`src/rtl/par_data_receiver_pkg.sv`:
```
// Shared types and constants for the per-lane TSPIN data receivers.
package par_data_receiver_pkg;

  localparam int ENC_DATA_BITS = 216;
  localparam int SYNC_BITS = 8;
  localparam logic [SYNC_BITS-1:0] SYNCWORD = 8'hff;

  typedef enum logic {RX_HUNT, RX_RECV} rx_state_t;

  typedef struct packed {
    logic [ENC_DATA_BITS-1:0] data;
  } par_data_pkt_t;

endpackage

```
`src/rtl/par_data_receiver_sync_detect.sv`:
```
// Syncword hunter: shift register that flags when the incoming bit completes SYNC_VAL.
import par_data_receiver_pkg::*;

module sync_detect #(
  parameter int SYNC_W = SYNC_BITS,
  parameter logic [SYNC_W-1:0] SYNC_VAL = SYNCWORD
) (
  input  logic clk,
  input  logic rst_l,
  input  logic en,
  input  logic din,
  input  logic clr,
  output logic hit
);

  logic [SYNC_W-1:0] sync_sr;
  logic [SYNC_W-1:0] sync_nxt;

  assign sync_nxt = {sync_sr[SYNC_W-2:0], din};
  assign hit = en && (sync_nxt == SYNC_VAL);

  // A detected syncword clears the window so its bits never seed the next hunt.
  always_ff @(posedge clk or negedge rst_l) begin
    if (!rst_l) begin
      sync_sr <= '0;
    end else if (clr || hit) begin
      sync_sr <= '0;
    end else if (en) begin
      sync_sr <= sync_nxt;
    end
  end

endmodule

```
`src/rtl/par_data_receiver.sv`:
```
// Per-lane serial receiver: hunts for the syncword, deserializes one encoded word MSB-first,
// and hands it to the decoder over a valid/ack handshake.
import par_data_receiver_pkg::*;

module par_data_receiver #(
  parameter int DATA_W = ENC_DATA_BITS,
  parameter int SYNC_W = SYNC_BITS,
  parameter logic [SYNC_W-1:0] SYNC_VAL = SYNCWORD
) (
  input  logic              clk,
  input  logic              rst_l,
  input  logic              en,
  input  logic              serial_in,
  input  logic              abort,
  input  logic              pkt_ack,
  output logic [DATA_W-1:0] pkt_data,
  output logic              pkt_valid,
  output logic              overrun,
  output logic              busy
);

  localparam int CNT_W = $clog2(DATA_W);

  rx_state_t         state;
  rx_state_t         state_nxt;
  logic [CNT_W-1:0]  bit_cnt;
  logic [DATA_W-1:0] shift_p0;
  logic              vld_p0;
  logic              hunt_en;
  logic              sync_hit;
  logic              recv_en;
  logic              last_bit;

  assign hunt_en  = en && (state == RX_HUNT);
  assign recv_en  = en && (state == RX_RECV);
  assign last_bit = recv_en && (bit_cnt == CNT_W'(DATA_W - 1));

  sync_detect #(
    .SYNC_W   (SYNC_W),
    .SYNC_VAL (SYNC_VAL)
  ) u_sync_detect (
    .clk   (clk),
    .rst_l (rst_l),
    .en    (hunt_en),
    .din   (serial_in),
    .clr   (abort),
    .hit   (sync_hit)
  );

  always_ff @(posedge clk or negedge rst_l) begin
    if (!rst_l) begin
      state <= RX_HUNT;
    end else begin
      state <= state_nxt;
    end
  end

  always_comb begin
    state_nxt = state;
    if (abort) begin
      state_nxt = RX_HUNT;
    end else begin
      case (state)
        RX_HUNT: if (sync_hit) state_nxt = RX_RECV;
        RX_RECV: if (last_bit) state_nxt = RX_HUNT;
        default: state_nxt = RX_HUNT;
      endcase
    end
  end

  always_comb begin
    busy = (state == RX_RECV);
  end

  // Stage p0: deserialize; vld_p0 marks a word completed on the previous edge.
  always_ff @(posedge clk or negedge rst_l) begin
    if (!rst_l) begin
      bit_cnt <= '0;
      vld_p0  <= 1'b0;
    end else begin
      vld_p0 <= last_bit && !abort;
      if (abort || sync_hit || last_bit) begin
        bit_cnt <= '0;
      end else if (recv_en) begin
        bit_cnt <= bit_cnt + CNT_W'(1);
      end
    end
  end

  always_ff @(posedge clk) begin
    if (recv_en && !abort) begin
      shift_p0 <= {shift_p0[DATA_W-2:0], serial_in};
    end
  end

  // Stage p1: holding register and handshake; a new word always wins over a pending ack.
  always_ff @(posedge clk or negedge rst_l) begin
    if (!rst_l) begin
      pkt_data  <= '0;
      pkt_valid <= 1'b0;
      overrun   <= 1'b0;
    end else if (vld_p0) begin
      pkt_data  <= shift_p0;
      pkt_valid <= 1'b1;
      overrun   <= pkt_valid && !pkt_ack;
    end else begin
      overrun <= 1'b0;
      if (pkt_ack) begin
        pkt_valid <= 1'b0;
      end
    end
  end

endmodule

```
`config.mk`:
```
export PLATFORM = sky130hd
export DESIGN_NAME = par_data_receiver
export DESIGN_NICKNAME = d
export VERILOG_FILES = /design/src/rtl/par_data_receiver_pkg.sv /design/src/rtl/par_data_receiver_sync_detect.sv /design/src/rtl/par_data_receiver.sv
export SDC_FILE = /design/constraint.sdc
export NUM_CORES = 1
export LEC_CHECK = 0
export BUFFER_PORTS_ARGS = -buffer_cell sky130_fd_sc_hd__buf_2
export CAP_MARGIN = 10
export CORE_MARGIN = 2
export CORE_UTILIZATION = 57
export DETAILED_ROUTE_END_ITERATION = 10
export PLACE_DENSITY = 0.85
export SKIP_LAST_GASP = 1
export SLEW_MARGIN = 20
export SYNTH_ARGS = -nofsm -noshare
export SYNTH_HDL_FRONTEND = slang
export SYNTH_HIERARCHICAL = 1
export SYNTH_SLANG_ARGS = --single-unit
```
`constraint.sdc`:
```
create_clock -name clk -period 14 [get_ports clk]
set_input_delay 0 -clock clk [delete_from_list [all_inputs] [get_ports clk]]
set_output_delay 0 -clock clk [all_outputs]
set_load 0.01 [all_outputs]
```
==> impl_metrics.py, run 1 <==
metrics = {
    "drt": {
        "routed_wl_um": 28400,
        "drtAntennaViolNets": 0,
        "via_per_inst": 5.30,
        "dr.pass1.iters": 5,
        "vias": 7559,
        "avgRoutedWirePerCell_um": 19.9,
        "drc": 0,
        "drt-initial-drc-count": 543,
    },
    "critical_path": {
        "startpoint_type": "flip-flop",
        "reg2regPathDepth": 4,
        "reg2reg_slack_ns": 10.87,
        "path_max_fanout": 59,
        "required_ns": 14.15,
        "r2r-end": "shift_p0[118]",
        "critPathArrivalTime_ns": 3.29,
        "worstSetupEndpointType": "flip-flop",
        "critPathKind": "flip-flop to flip-flop",
        "rr_startpoint": "busy",
    },
    "grt": {
        "antenna_found_initial": 1,
        "grt_use_total_pct": 19.4,
        "grt_max_degree": 127,
        "grt_pass1_vias": 7678,
        "grt-ovfl-total": 0,
        "grt_pass1_wl_um": 43800,
    },
    "final_layout": {
        "syn_to_final_growth_pct": 18.1,
        "antenna_cells": 0,
        "register_area_um2": 12400,
        "nNetsFinal": 1021,
        "final_layout_size_suffix_gt1_share_pct": 49.4,
        "layoutNonFillerInstCount": 1427,
        "multi_input_area_um2": 3240,
        "nFillCells": 1784,
    },
    "clock_tree": {
        "post_cts.repair.setup_buffers": 0,
        "cts.sinks": 451,
        "cts_made_buffers": 44,
        "clk_latency_ns": 0.53,
        "cts_htree_levels": 2,
        "clkTransAtPathRegs_ns": 0.06,
        "cts_resized": 0,
        "cts_tree": "done",
        "clock_path_buffers": 3,
        "cts_root_buf": "clkbuf_16",
    },
    "power": {
        "p_leak_nw": 8.14,
        "pwr_density_cell_nw_per_um2": 134,
        "clkPwrFrac_pct": 44.4,
        "seq_power_share_pct": 54.9,
        "combPwrFrac_pct": 0.7,
        "irDropWorstVdd_mv": 0.110,
        "p_switching_w": 0.000490,
        "intPower_w": 0.00202,
        "p_sw_share_pct": 19.5,
    },
    "die": {
        "ios": 225,
        "die-area_um2": 29200,
        "die_h_um": 171,
        "initial_core_util_pct": 57.5,
        "die_x_um": 171,
        "core_area_um2": 27600,
        "rows": 61,
    },
    "logic_synthesis": {
        "avgSynthCellArea_um2": 21.0,
        "yosysSeqAreaShare_pct": 77.9,
        "synth_xor_area_share_pct": 0.331,
        "synthSimpleGateAreaFrac_pct": 1.21,
        "synthTopCellsByArea": "edfxtp_1 41%, dfrtp_1 37%, mux2_4 9.5%",
        "synth_fp_nets": 764,
        "synth-compound-area-share_pct": 0.638,
        "synthArstFlopShare_pct": 52.1,
        "synth_top_area_share_pct": 40.9,
        "yosys_most_used_dff": "dfrtp_1",
        "synth_edf_count": 216,
        "syn_inst": 757,
        "netlist_area_um2": 15900,
        "ys_ff_latch": 451,
        "synth_top_area_cell": "edfxtp_1",
        "yosys-top-cells-count": "235 x dfrtp_1, 216 x edfxtp_1, 116 x mux2_2, 100 x mux2_4",
        "synth_cell_types": 30,
        "synthMuxAreaShare_pct": 18.1,
        "synth_warnings": 6,
        "synth_top_family_by_area": "multiplexers",
        "synth_most_common_cell": "dfrtp_1",
        "synth_fa_ha_area_share_pct": 0.0788,
    },
    "sta": {
        "period_needed_ns": 3.13,
        "finalCritPeriodShare_pct": 22.4,
        "finClkSkew_ns": 0.0183,
        "worstMarginPinSlew_ns": 1.08,
        "rsz0062_at_grt": "no",
        "fin_ws_ns": 10.87,
        "finalSetupViolCount": 0,
        "slew_headroom_pct": 28.0,
        "final_max_slew_viol_count": 0,
        "finalHoldViolations": 0,
        "setup_tns_ns": 0,
        "max_freq_mhz": 319,
    },
    "status": {
        "status": "finished, final reports clean",
    },
    "job": {
        "max-cap-violations": 0,
    },
    "placed_design": {
        "dp.cells": 1339,
        "routabilityCongestion": 0.759,
        "numPortBuffers": 224,
        "dp_slack_ns": 10.86,
        "dpl.hpwl_um": 17100,
    },
    "min_path": {
        "hold_class": "input port to asynchronous set/reset pin",
    },
}
registers in the layout, indices dropped and copies added, names as in the netlist:
| signal | count |
|---|---|
| pkt_data | 216 |
| shift_p0 | 216 |
| bit_cnt | 8 |
| u_sync_detect/sync_sr | 7 |
| busy | 1 |
| overrun | 1 |
| pkt_valid | 1 |
| vld_p0 | 1 |
placed cells by master (no fill, tap or decap), types with 7 or more instances in the layout:
cell         n
edfxtp_1   216
dfrtp_1    234
a311oi_1     7
mux2i_1      7
buf_2      223
mux2_2     116
mux2_4     100
clkbuf_8     9
nor2_1       9
clkbuf_1    13
buf_4        7
clkbuf_16   45
how the worst max path moves through the flow:
stage,endpoint,from,slack [ns],depth (start not counted)
final,shift_p0[118],busy,10.87,4
after global routing,shift_p0[114],busy,10.62,4
after CTS,shift_p0[114],busy,10.86,4
after detailed placement,shift_p0[117],busy,10.86,4
after global placement,shift_p0[113],busy,11.00,4
after floorplan,shift_p0[0],busy,3.57,2
power groups by stage:
stage,Combinational (W),Sequential (W),Clock [W]
6_report,0.0000187,0.00138,0.00112
5_1_grt,0.0000225,0.00138,0.00120
4_1_cts,0.0000202,0.00138,0.00115
3_5_place_dp,0.0000190,0.00141,0
3_3_place_gp,0.0000185,0.00141,0
2_1_floorplan,0.00000242,0.00141,0
critical path, cell delays in order, from the launching register on:
cell and delay (ns):
dfrtp_1 0.43, nand2_1 0.23, nor2_4 0.68, buf_4 0.61, buf_4 0.72
per-layer routing:
metal / GRT usage [%] / share of wire [%] / vias up
li1: - / - / 3333
met1: 28.2 / 45 / 3929
met2: 29.7 / 47 / 248
met3: 4.81 / 6.6 / 47
met4: 5.20 / 2.0 / 2
met5: 0 / 0.025 / -
stage by stage:
| stage | utilization [%] | hold WS [ns] | total power (W) | area, µm² |
|---|---|---|---|---|
| after floorplan | - | -0.296 | 0.00141 | 15900 |
| after global placement | 62.5 | 0.179 | 0.00142 | 17300 |
| after detailed placement | 62.5 | 0.194 | 0.00143 | 17300 |
| after CTS | 67.8 | 0.191 | 0.00255 | 18700 |
| after global routing | 67.8 | 0.211 | 0.00260 | 18700 |
| final | 67.8 | 0.195 | 0.00251 | 18700 |
logic make-up (layout without fill, tap and decap cells):
family	after synthesis	count (layout)
adder cells (fa/ha/maj)	1	1
flip-flops	451	451
AND/OR/NAND/NOR	35	35
AO/OA/AOI/OAI	12	12
buffers and inverters	29	321
multiplexers	223	223
XOR/XNOR	6	6
what timing repair did:
| action | 4_1_cts | 5_1_grt |
|---|---|---|
| endpoints found under the setup margin | 0 | 0 |
| hold buffers | 6 | 0 |
| hold endpoints to repair | 138 | 0 |
layout make-up:
cell class                 count  share of cell area, %
clock buffer                  67                   6.93
clock inverter                14                  0.434
inverter                       1                 0.0200
multi-input combinational    277                   17.3
sequential                   451                   66.0
tap                          378                   2.52
timing repair buffer         239                   6.80
Note: power is estimated with default switching activity, not from simulation.
==> run 2: changes to the inputs <==
- clock period: 14 -> 2.9 ns (I/O delays scaled with it)
==> impl_metrics.py, run 2 (synthesis gave the netlist of run 1 again) <==
metrics = {
    "drt": {
        "drtAntennaViolNets": 0,
        "routed_wl_um": 28700,
        "avgRoutedWirePerCell_um": 19.9,
        "dr.pass1.iters": 4,
        "via_per_inst": 5.32,
        "drt-initial-drc-count": 496,
        "drc": 0,
        "vias": 7649,
    },
    "critical_path": {
        "critPathArrivalTime_ns": 2.44,
        "path_max_fanout": 8,
        "required_ns": 3.30,
        "slowest_delay_ns": 0.46,
        "startpoint_type": "flip-flop",
        "worstSetupEndpointType": "flip-flop",
        "rr_startpoint": "busy",
        "crit_chain": "nor2b_1 -> buf_4 -> and2_1 -> and3_1 -> a211o_1 -> nand4_1 -> xor2_1 -> nor2_1",
        "critPathKind": "flip-flop to flip-flop",
        "crit_family": "simple AND/OR/NAND/NOR gates",
        "startpoint": "busy",
        "slowest_stage": "dfrtp_2",
        "path_buf_inv": 1,
    },
    "final_layout": {
        "final_cell_mix": "233 x dfrtp_1, 223 x buf_2, 216 x edfxtp_1",
        "nFillCells": 1731,
        "nNetsFinal": 1034,
        "register_area_um2": 12400,
        "fin_area_um2": 19100,
        "top_regs": "pkt_data (216), shift_p0 (216), bit_cnt (8)",
        "final_layout_size_suffix_gt1_share_pct": 50.6,
        "layout_commonest_cell": "dfrtp_1",
        "syn_to_final_growth_pct": 20.3,
        "multi_input_area_um2": 3250,
        "antenna_cells": 0,
    },
    "grt": {
        "grt_pass1_wl_um": 44800,
        "grt_pass1_vias": 7958,
        "antenna_found_initial": 0,
        "grt_max_degree": 100,
        "grt-ovfl-total": 0,
        "grt_use_total_pct": 19.8,
    },
    "clock_tree": {
        "post_cts.repair.setup_buffers": 0,
        "cts.sinks": 451,
        "cts_made_buffers": 43,
        "cts_resized": 0,
        "cts_htree_levels": 2,
        "cts_root_buf": "clkbuf_16",
        "clk_latency_ns": 0.52,
        "cts_tree": "done",
        "clock_path_buffers": 3,
        "clkTransAtPathRegs_ns": 0.06,
    },
    "power": {
        "irDropWorstVdd_mv": 0.464,
        "p_leak_nw": 8.32,
        "pwr_density_cell_nw_per_um2": 652,
        "p_total_w": 0.0125,
        "p_switching_w": 0.00233,
        "clkPwrFrac_pct": 45.7,
        "intPower_w": 0.0101,
        "p_sw_share_pct": 18.7,
        "combPwrFrac_pct": 0.8,
        "seq_power_share_pct": 53.5,
    },
    "sta": {
        "period_needed_ns": 2.05,
        "finalCritPeriodShare_pct": 70.5,
        "worstMarginPinSlew_ns": 0.918,
        "final_max_slew_viol_count": 0,
        "finClkSkew_ns": 0.00824,
        "finalSetupViolCount": 0,
        "slew_headroom_pct": 38.6,
        "finalHoldViolations": 0,
        "setup_tns_ns": 0,
        "holdWs_ns": 0.127,
        "max_freq_mhz": 489,
        "rsz0062_at_grt": "no",
    },
    "die": {
        "core_area_um2": 27600,
        "rows": 61,
        "die_h_um": 171,
        "die-area_um2": 29200,
        "ios": 225,
        "die_x_um": 171,
        "initial_core_util_pct": 57.5,
    },
    "job": {
        "max-cap-violations": 0,
    },
    "placed_design": {
        "dpl.hpwl_um": 18100,
        "numPortBuffers": 224,
        "routabilityCongestion": 0.757,
        "placed_cell_area_um2": 17600,
    },
    "status": {
        "status": "finished, final reports clean",
    },
    "min_path": {
        "hold_class": "input port to asynchronous set/reset pin",
    },
}
==> run 2: routing by layer <==
| metal | GRT usage [%] | vias to the layer above | wire length [µm] |
|---|---|---|---|
| met5 | 0 | - | 0 |
| li1 | - | 3349 | - |
| met2 | 30.4 | 247 | 13400 |
| met3 | 5.76 | 52 | 2020 |
| met4 | 5.97 | 0 | 668 |
| met1 | 27.9 | 4001 | 12600 |
==> run 2: repair_timing <==
action,in CTS,in global routing
endpoints found under the hold margin,115,0
hold buffers,6,0
endpoints found under the setup margin,0,0
==> run 2: through the flow <==
| stage | instances | util [%] | setup WS (ns) |
|---|---|---|---|
| 6_report | 1439 | 69.1 | 0.854 |
| 5_1_grt | 1439 | 69.1 | 0.723 |
| 4_1_cts | 1439 | 69.1 | 0.855 |
| 3_5_place_dp | 1354 | 63.6 | 0.861 |
| 3_3_place_gp | 1354 | 63.6 | 0.957 |
| 2_1_floorplan | 757 | - | -1.26 |
==> run 2: power groups by stage <==
stage / clock network (W) / registers [W] / logic (W)
floorplan: 0 / 0.00679 / 0.0000118
global placement: 0 / 0.00679 / 0.0000963
detailed placement: 0 / 0.00679 / 0.0000998
CTS: 0.00582 / 0.00666 / 0.000106
global route: 0.00609 / 0.00666 / 0.000119
finish: 0.00569 / 0.00666 / 0.0000997
==> run 2: final cells by class <==
type                    instances  area share (%)
clock inverters                18           0.983
multi-input cells             277            17.0
clock buffers                  61            6.73
flip-flops and latches        451            64.8
repair buffers                253            7.99
well taps                     378            2.48
inverters                       1          0.0197
==> run 2: worst paths after layout <==
| path | to | slack (ns) | cells after the start |
|---|---|---|---|
| min in group clk | shift_p0[0] | 0.25 | 2 |
| worst max-delay path | bit_cnt[7] | 0.85 | 8 |
| worst min-delay path | pkt_data[121] | 0.13 | 2 |
| worst max register to register | bit_cnt[7] | 0.85 | 8 |
| max in group asynchronous | pkt_data[54] | 1.96 | 3 |
| worst min register to register | shift_p0[215] | 0.44 | 0 |
==> run 2: worst reg2reg max path, stage by stage (launching register included) <==
cell and delay (ns):
dfrtp_2 0.46, nor2b_1 0.13, buf_4 0.18, and2_1 0.30
and3_1 0.29, a211o_1 0.21, nand4_1 0.14, xor2_1 0.16
nor2_1 0.05
